File: config.mk
export PLATFORM = sky130hd
export DESIGN_NAME = contador_regressivo_mmss_flat
export DESIGN_NICKNAME = d
export VERILOG_FILES = /design/src/rtl/contador_regressivo_mmss_if.sv /design/src/rtl/contador_regressivo_mmss.sv /design/src/flat_wrapper.sv
export SDC_FILE = /design/constraint.sdc
export NUM_CORES = 1
export LEC_CHECK = 0
export ABC_CLOCK_PERIOD_IN_PS = 2800
export CAP_MARGIN = 40
export CELL_PAD_IN_SITES_DETAIL_PLACEMENT = 1
export CELL_PAD_IN_SITES_GLOBAL_PLACEMENT = 1
export CORE_MARGIN = 10
export CORE_UTILIZATION = 35
export DETAILED_ROUTE_END_ITERATION = 6
export PLACE_DENSITY = 0.82
export SLEW_MARGIN = 10
export SYNTH_ARGS = -nofsm -noshare
export SYNTH_HDL_FRONTEND = slang
export SYNTH_SLANG_ARGS = --single-unit
File: constraint.sdc
create_clock -name clk100 -period 2.8 [get_ports clk100]
set_clock_uncertainty 0.15 [all_clocks]
set_input_delay 0.56 -clock clk100 [delete_from_list [all_inputs] [get_ports clk100]]
set_output_delay 0.56 -clock clk100 [all_outputs]
set_load 0.01 [all_outputs]
File: src/rtl/contador_regressivo_mmss_if.sv
// Keypad/timebase/display bundle between the oven control side and the mm:ss countdown.
// The master drives the keypad strobe, digit, timebase and enable; the slave returns the display and flags.
interface contador_regressivo_mmss_if;
    logic [3:0] D;
    logic       loadn;
    logic       pgt_1Hz;
    logic       count_en;
    logic [3:0] sec_ones;
    logic [3:0] sec_tens;
    logic [3:0] min_ones;
    logic [3:0] min_tens;
    logic       zero;
    logic       done;

    modport master (
        output D, loadn, pgt_1Hz, count_en,
        input  sec_ones, sec_tens, min_ones, min_tens, zero, done
    );

    modport slave (
        input  D, loadn, pgt_1Hz, count_en,
        output sec_ones, sec_tens, min_ones, min_tens, zero, done
    );
endinterface

File: src/rtl/contador_regressivo_mmss.sv
// mm:ss BCD countdown with keypad shift-in entry and a 1 Hz decrement.
// Optional macro DONE_PULSE_EN adds a registered one-cycle pulse when a decrement reaches 00:00.
module contador_regressivo_mmss #(
    parameter int SEC_TENS_MAX = 5,
    parameter int MIN_TENS_MAX = 9
) (
    input  logic                         clk100,
    input  logic                         rst,
    contador_regressivo_mmss_if.slave    bus
);

    localparam logic [3:0] SEC_TENS_WRAP = 4'(SEC_TENS_MAX);
    localparam logic [3:0] MIN_TENS_SAT  = 4'(MIN_TENS_MAX);

    logic [3:0] sec_ones_p0, sec_tens_p0, min_ones_p0, min_tens_p0;
    logic       loadn_q, tick_q;
    logic       load_ev, tick_ev, do_shift, do_dec, is_zero;
    logic       borrow_so, borrow_st, borrow_mo;
    logic [3:0] dec_so, dec_st, dec_mo, dec_mt;

    function automatic logic [3:0] sat_min_tens(input logic [3:0] v);
        return (v > MIN_TENS_SAT) ? MIN_TENS_SAT : v;
    endfunction

    always_comb begin
        is_zero  = (sec_ones_p0 == 4'd0) && (sec_tens_p0 == 4'd0) &&
                   (min_ones_p0 == 4'd0) && (min_tens_p0 == 4'd0);
        load_ev  = loadn_q && !bus.loadn;
        tick_ev  = !tick_q && bus.pgt_1Hz;
        // A load in programming mode wins; while counting, loads are dropped and ticks run.
        do_shift = load_ev && !bus.count_en && (bus.D <= 4'd9);
        do_dec   = !(load_ev && !bus.count_en) && tick_ev && bus.count_en && !is_zero;

        borrow_so = (sec_ones_p0 == 4'd0);
        borrow_st = borrow_so && (sec_tens_p0 == 4'd0);
        borrow_mo = borrow_st && (min_ones_p0 == 4'd0);

        dec_so = borrow_so ? 4'd9 : sec_ones_p0 - 4'd1;
        dec_st = !borrow_so ? sec_tens_p0 :
                 (sec_tens_p0 == 4'd0) ? SEC_TENS_WRAP : sec_tens_p0 - 4'd1;
        dec_mo = !borrow_st ? min_ones_p0 :
                 (min_ones_p0 == 4'd0) ? 4'd9 : min_ones_p0 - 4'd1;
        dec_mt = borrow_mo ? min_tens_p0 - 4'd1 : min_tens_p0;
    end

    // Stage p0: digit registers and edge-detect history
    always_ff @(posedge clk100) begin
        if (rst) begin
            sec_ones_p0 <= 4'd0;
            sec_tens_p0 <= 4'd0;
            min_ones_p0 <= 4'd0;
            min_tens_p0 <= 4'd0;
            loadn_q     <= 1'b1;
            tick_q      <= 1'b0;
        end else begin
            loadn_q <= bus.loadn;
            tick_q  <= bus.pgt_1Hz;
            if (do_shift) begin
                min_tens_p0 <= sat_min_tens(min_ones_p0);
                min_ones_p0 <= sec_tens_p0;
                sec_tens_p0 <= sec_ones_p0;
                sec_ones_p0 <= bus.D;
            end else if (do_dec) begin
                min_tens_p0 <= dec_mt;
                min_ones_p0 <= dec_mo;
                sec_tens_p0 <= dec_st;
                sec_ones_p0 <= dec_so;
            end
        end
    end

`ifdef DONE_PULSE_EN
    logic done_p0;
    logic dec_to_zero;

    assign dec_to_zero = do_dec && (dec_so == 4'd0) && (dec_st == 4'd0) &&
                         (dec_mo == 4'd0) && (dec_mt == 4'd0);

    always_ff @(posedge clk100) begin
        if (rst) done_p0 <= 1'b0;
        else     done_p0 <= dec_to_zero;
    end

    assign bus.done = done_p0;
`else
    assign bus.done = 1'b0;
`endif

    assign bus.sec_ones = sec_ones_p0;
    assign bus.sec_tens = sec_tens_p0;
    assign bus.min_ones = min_ones_p0;
    assign bus.min_tens = min_tens_p0;
    assign bus.zero     = is_zero;

endmodule

File: src/flat_wrapper.sv
// flat-port wrapper written by rule: the top's interface ports become plain ports
module contador_regressivo_mmss_flat 
#(
    parameter int SEC_TENS_MAX = 5,
    parameter int MIN_TENS_MAX = 9
)
  (clk100, rst, bus_D, bus_loadn, bus_pgt_1Hz, bus_count_en, bus_sec_ones, bus_sec_tens, bus_min_ones, bus_min_tens, bus_zero, bus_done);
  contador_regressivo_mmss_if bus_i ();
  input  logic clk100;
  input  logic rst;
  input wire logic [$bits(bus_i.D)-1:0] bus_D;
  input wire logic [$bits(bus_i.loadn)-1:0] bus_loadn;
  input wire logic [$bits(bus_i.pgt_1Hz)-1:0] bus_pgt_1Hz;
  input wire logic [$bits(bus_i.count_en)-1:0] bus_count_en;
  output wire logic [$bits(bus_i.sec_ones)-1:0] bus_sec_ones;
  output wire logic [$bits(bus_i.sec_tens)-1:0] bus_sec_tens;
  output wire logic [$bits(bus_i.min_ones)-1:0] bus_min_ones;
  output wire logic [$bits(bus_i.min_tens)-1:0] bus_min_tens;
  output wire logic [$bits(bus_i.zero)-1:0] bus_zero;
  output wire logic [$bits(bus_i.done)-1:0] bus_done;
  assign bus_i.D = bus_D;
  assign bus_i.loadn = bus_loadn;
  assign bus_i.pgt_1Hz = bus_pgt_1Hz;
  assign bus_i.count_en = bus_count_en;
  assign bus_sec_ones = bus_i.sec_ones;
  assign bus_sec_tens = bus_i.sec_tens;
  assign bus_min_ones = bus_i.min_ones;
  assign bus_min_tens = bus_i.min_tens;
  assign bus_zero = bus_i.zero;
  assign bus_done = bus_i.done;
  contador_regressivo_mmss #(.SEC_TENS_MAX(SEC_TENS_MAX), .MIN_TENS_MAX(MIN_TENS_MAX)) u_core (.clk100(clk100), .rst(rst), .bus(bus_i));
endmodule
## Word level (Yosys, flattened, before mapping)

Cells that the tools add are included.

| operators by class | value |
|---|---|
| add/sub/neg operators | 4 |
| $lt $le $gt $ge | 2 |
| multiplexer cells | 15 |
| reduce and logical (&&, ||, !) cells | 26 |

Operator list:

| kind | number |
|---|---|
| 2-to-1 mux 4 bit | 15 |
| zero test 4 bit | 4 |
| subtractor 4 x 1 -> 4 bit (second input constant) | 4 |
| logical AND 1 bit | 10 |
| nonzero test 2 bit | 4 |
| AND reduction 2 bit | 3 |
| zero test 1 bit | 5 |
| greater-than comparator 4 bit (second input constant) | 1 |
| less-or-equal comparator 4 bit (second input constant) | 1 |

| storage, ports and cells | value |
|---|---|
| register bits after elaboration | 18 |
| bits of input ports | 9 |
| output and inout bits | 18 |

## Depth between registers and ports, before layout

| logic depth | value |
|---|---|
| word-level depth | 9 |
| mapped depth | 7 |
| mapped depth without buffers | 6 |

## Worst setup path before layout

OpenSTA, ideal clock, no wires.

| timing path | value |
|---|---|
| path kind | reg-to-reg |
| start | register u_core.sec_tens_p0[0], in the netlist u_core.bus.sec_tens[0] |
| end | register u_core.min_tens_p0[3], in the netlist u_core.bus.min_tens[3] |
| library setup time | 91 ps |
| arrival | 2257 ps |
| path slack | 302 ps |
| cell stages (with the launch flop) | 6 |
| period minus slack after synthesis | 2498 ps |
| cell sequence | dfxtp_1 buf_2 or4_4 or4_4 or4_1 a311oi_1 |

| on the way | value |
|---|---|
| word-level cells in the longest chain between the ends | 8 |
| elaborated cells on any way between the ends | 9 |
| those cells by class | 9 x reduce/logical |

Ends and longest elaborated chain:

| what | RTL line | text |
|---|---|---|
| from (decl) | contador_regressivo_mmss.sv:15 | `logic [3:0] sec_ones_p0, sec_tens_p0, min_ones_p0, min_tens_p0;` |
| from (signal assigned) | contador_regressivo_mmss.sv:61 | `sec_tens_p0 <= sec_ones_p0;` |
| from (signal assigned) | contador_regressivo_mmss.sv:66 | `sec_tens_p0 <= dec_st;` |
| zero test 4 bit (*) | contador_regressivo_mmss.sv:26, contador_regressivo_mmss.sv:35 |  |
| logical AND 1 bit (*) | contador_regressivo_mmss.sv:26, contador_regressivo_mmss.sv:35 |  |
| logical AND 1 bit (*) | contador_regressivo_mmss.sv:26, contador_regressivo_mmss.sv:36 |  |
| logical AND 1 bit | contador_regressivo_mmss.sv:27 | `(min_ones_p0 == 4'd0) && (min_tens_p0 == 4'd0);` |
| zero test 1 bit | contador_regressivo_mmss.sv:32 | `do_dec = !(load_ev && !bus.count_en) && tick_ev && bus.count_en && !is_zero;` |
| logical AND 1 bit | contador_regressivo_mmss.sv:32 |  |
| nonzero test 2 bit (no source line) | -- |  |
| AND reduction 2 bit (no source line) (*) | -- |  |
| to (signal assigned) | contador_regressivo_mmss.sv:59 | `min_tens_p0 <= sat_min_tens(min_ones_p0);` |
| to (signal assigned) | contador_regressivo_mmss.sv:64 | `min_tens_p0 <= dec_mt;` |
| to (decl) | contador_regressivo_mmss.sv:15 |  |

Every way passes the cells marked *; elsewhere a longest branch is shown, timed or not.
A chain may end at the register's enable or synchronous reset.

## Worst setup path after layout

| timing path | value |
|---|---|
| start | register u_core.min_tens_p0[0], in the netlist u_core.bus.min_tens[0] |
| end | output bus_zero |

| on the way | value |
|---|---|
| word-level cells in the longest chain between the ends | 2 |

Ends and longest elaborated chain:

| what | RTL line | text |
|---|---|---|
| zero test 4 bit | contador_regressivo_mmss.sv:27 |  |
| logical AND 1 bit | contador_regressivo_mmss.sv:27 |  |
| to (decl) | flat_wrapper.sv:19 | `output wire logic [$bits(bus_i.zero)-1:0] bus_zero;` |

No other way between the ends.

==> impl_results.md <==
- Main area contributors after synthesis: dfxtp_1 (33%), nor2_1 (4.1%), nor4_1 (4.0%)
- TritonRoute pass-1 iters: 4
- Internal reg-to-reg setup slack: 240 ps
- Critical Setup Path Class: register to output pin
- Least-Margin Pin Slew: between 700 and 800 ps
- DIE AREA: between 5000 and 6000 um^2
- Final Max Slew Viols: 0
- R2r endpoint: u_core.bus.min_tens[3]
- Detail Placement HPWL: ~2900 um
- Postcts setup bufs: 0
- Max H-tree Level: 1
- Synth Instances: 132
- Initial core utilization: 36.2%
- Seq/Total Area, Yosys: between 30% and 40%
- Initial antenna violation count: 0
- PwrDens: 506 nW/um^2
- Setup-failing EPs final: 0
- Synthesized flop and latch total: 18
- Ys async rst share: 0%
- Min Hold Slack: about 400 ps
- Crit-path max cell delay: roughly 480 ps
- Status: complete, no violations
- Critical-path cell list: inv_1 > ha_1 > or3b_2 > nor4_2 > buf_4 > dlygate4sd2_1
- Drt total wl: around 3800 um
- Main synth FF type: dfxtp_1
- Final hold violations: 0
- Top-area cell type share of the netlist area: around 33%
- Sink Count: 18
- Critical Path RT: between 2000 and 2500 ps
- Clk root buf: clkbuf_4
- Row Count: 20
- Worst Hold Class: register to register
- CP endpoint kind: output pin
- Peak VDD IR: around 0.23 mV
- Final nets: 180
- Vias in the first global route: around 1.2k
- DRC: 0
- Via count: ~1.2k
- Post-Syn Nets: 143
- Commonest non-fill, non-tap cell in the layout: clkdlybuf4s50_1
- GRT Residual Overflow: 0
- Initial DRC count: between 70 and 80
- Die width: between 70 and 80 um
- Post-synth EDFFs: 0
- Area grow syn2layout: 38.9%
- Critical path's slowest cell: or3b_2
- Gr usage total: 12.8%
- Final worst path period share: a little over nine tenths
- Share of cells above drive strength 1: 17.9%
- First-pass GRT wire length: ~6400 um
- Die Height: ~76 um
- CTS tree: done
- R2r startpoint: u_core.bus.sec_ones[0]
- CTS Buffer Depth: 2
- Max-slew headroom: 49.3%
- WHS Endpoint: u_core.bus.sec_tens[3]
- Worst min-delay path startpoint: u_core.bus.sec_ones[3]
- Routed length per instance: approximately 18 um
- Final ANT Viol Nets: 0
- Worst-Skew Late Latency: just over 300 ps
- Core ar.: between 3000 and 4000 um^2
- Synth cell types: approximately 50
- Leak Pwr: slightly below 0.6 nW
- Fmax: approximately 370 MHz
- Vias per cell: ~5.7
- Synth Warn #: 0
- Sum Neg Setup Slack: 0 ps
- Worst endpoint data arrival time: 2010 ps
- Antenna cells: 0
- Largest net degree at the start of global routing: 25
- Max-cap violations: 0
- Crit path max fanout: 4
- Synth area leader: dfxtp_1
- Post-layout minimum cycle time: about 2700 ps
- Startpoint types: register
- Commonest non-fill, non-tap cells in the layout: clkdlybuf4s50_1 (24), buf_4 (18), dfxtp_1 (18), nor2_1 (12), nand2_1 (7)
- PortBufs: 25
- Post-synthesis average cell area: between 8 and 9 um^2
- Mapped Area: 1100 um^2
- RSZ-0062 raised after global routing: no
- GPL Wtd Cong: roughly 0.9
- Crit path depth: 6
- CTS Buf Count: 3
- Ports: 27
- CP top delay family: simple AND/OR/NAND/NOR gates
- Buf+Inv Stages, Crit Path: 3
- Worst Hold Depth: 2
- Cell depth of the worst flop-to-flop path: 5
- Clock Pin Slew Worst Setup and Hold Paths: 130 ps
## state kept, by name (all words and copies together), names as in the netlist
name,count
u_core.bus.min_ones,4
u_core.bus.min_tens,4
u_core.bus.sec_ones,4
u_core.bus.sec_tens,4
u_core.loadn_q,1
u_core.tick_q,1
## how the worst max path moves through the flow
| stage | startpoint | slack [ps] | to |
|---|---|---|---|
| finish | u_core.bus.min_tens[0] | 80 | bus_zero |
| global route | u_core.bus.min_tens[0] | 2 | bus_zero |
| CTS | u_core.bus.min_tens[0] | 70 | bus_zero |
| floorplan | u_core.bus.sec_tens[0] | 300 | u_core.bus.min_tens[3] |
| detailed placement | u_core.bus.min_tens[0] | 150 | bus_zero |
| global placement | u_core.bus.min_ones[3] | 170 | bus_zero |
## layout make-up
type / count / area [um^2]
clock buffers: 4 / 36.3
well taps: 44 / 55.1
multi-input cells: 99 / 673
flip-flops and latches: 18 / 360
repair buffers: 43 / 384
inverters: 4 / 15.0
fillers: 377 / 1500
## per-layer routing
layer | GRT usage [%] | wire length (um)
met1 | 15.5 | 1640
met2 | 22.3 | 1840
met3 | 3.66 | 256
met4 | 1.70 | 19
met5 | 0 | 0
## report_power, final
part	internal (mW)	switching [mW]	total, mW
logic	0.147	0.160	0.307
registers	0.276	0.0140	0.290
clock network	0.0794	0.0944	0.174
total	0.503	0.268	0.771
## through the flow
stage          setup slack, ps  power (mW)  instances  cell area [um^2]  util, %
6_report                  78.0       0.771        212              1520     50.3
5_1_grt                   1.90       0.814        212              1520     50.3
4_1_cts                   72.6       0.768        212              1520     50.3
3_5_place_dp               153       0.600        208              1480     49.0
3_3_place_gp               165       0.592        208              1480     49.0
2_1_floorplan              302       0.465        132              1100        -
## repair_timing
item / in CTS / in global routing
gates resized for setup: 2 / 0
hold buffers: 0 / 0
setup endpoints to repair: 1 / 0
## cells in the mapped netlist (3+ instances only)
| master | instances |
|---|---|
| o211ai_1 | 3 |
| nor2_1 | 12 |
| dfxtp_1 | 18 |
| nor4_1 | 7 |
| nand2_1 | 7 |
| nor2b_1 | 3 |
| clkbuf_1 | 6 |
| nand3_1 | 4 |
| a211oi_1 | 3 |
| a21oi_1 | 3 |
| inv_1 | 4 |
| a311oi_1 | 4 |
| nor3_1 | 5 |
| o21ai_0 | 6 |
| or4_1 | 3 |
## kinds of logic after synthesis
kind of cell | share of synthesized area, %
and+or+nand+nor | 28.2
AOI/OAI and AO/OA | 28.3
DFF | 32.8
buffers and inverters | 6.38
adders and majority gates | 2.28
other | 0.342
xor gates and xnor gates | 0.798
muxes | 0.912
## tightest hold or removal path: stages, from the launching register on
cell and delay [ps]:
dfxtp_1 380, nand2_1 90, a21oi_1 60
Note: power is estimated with default switching activity, not from simulation.
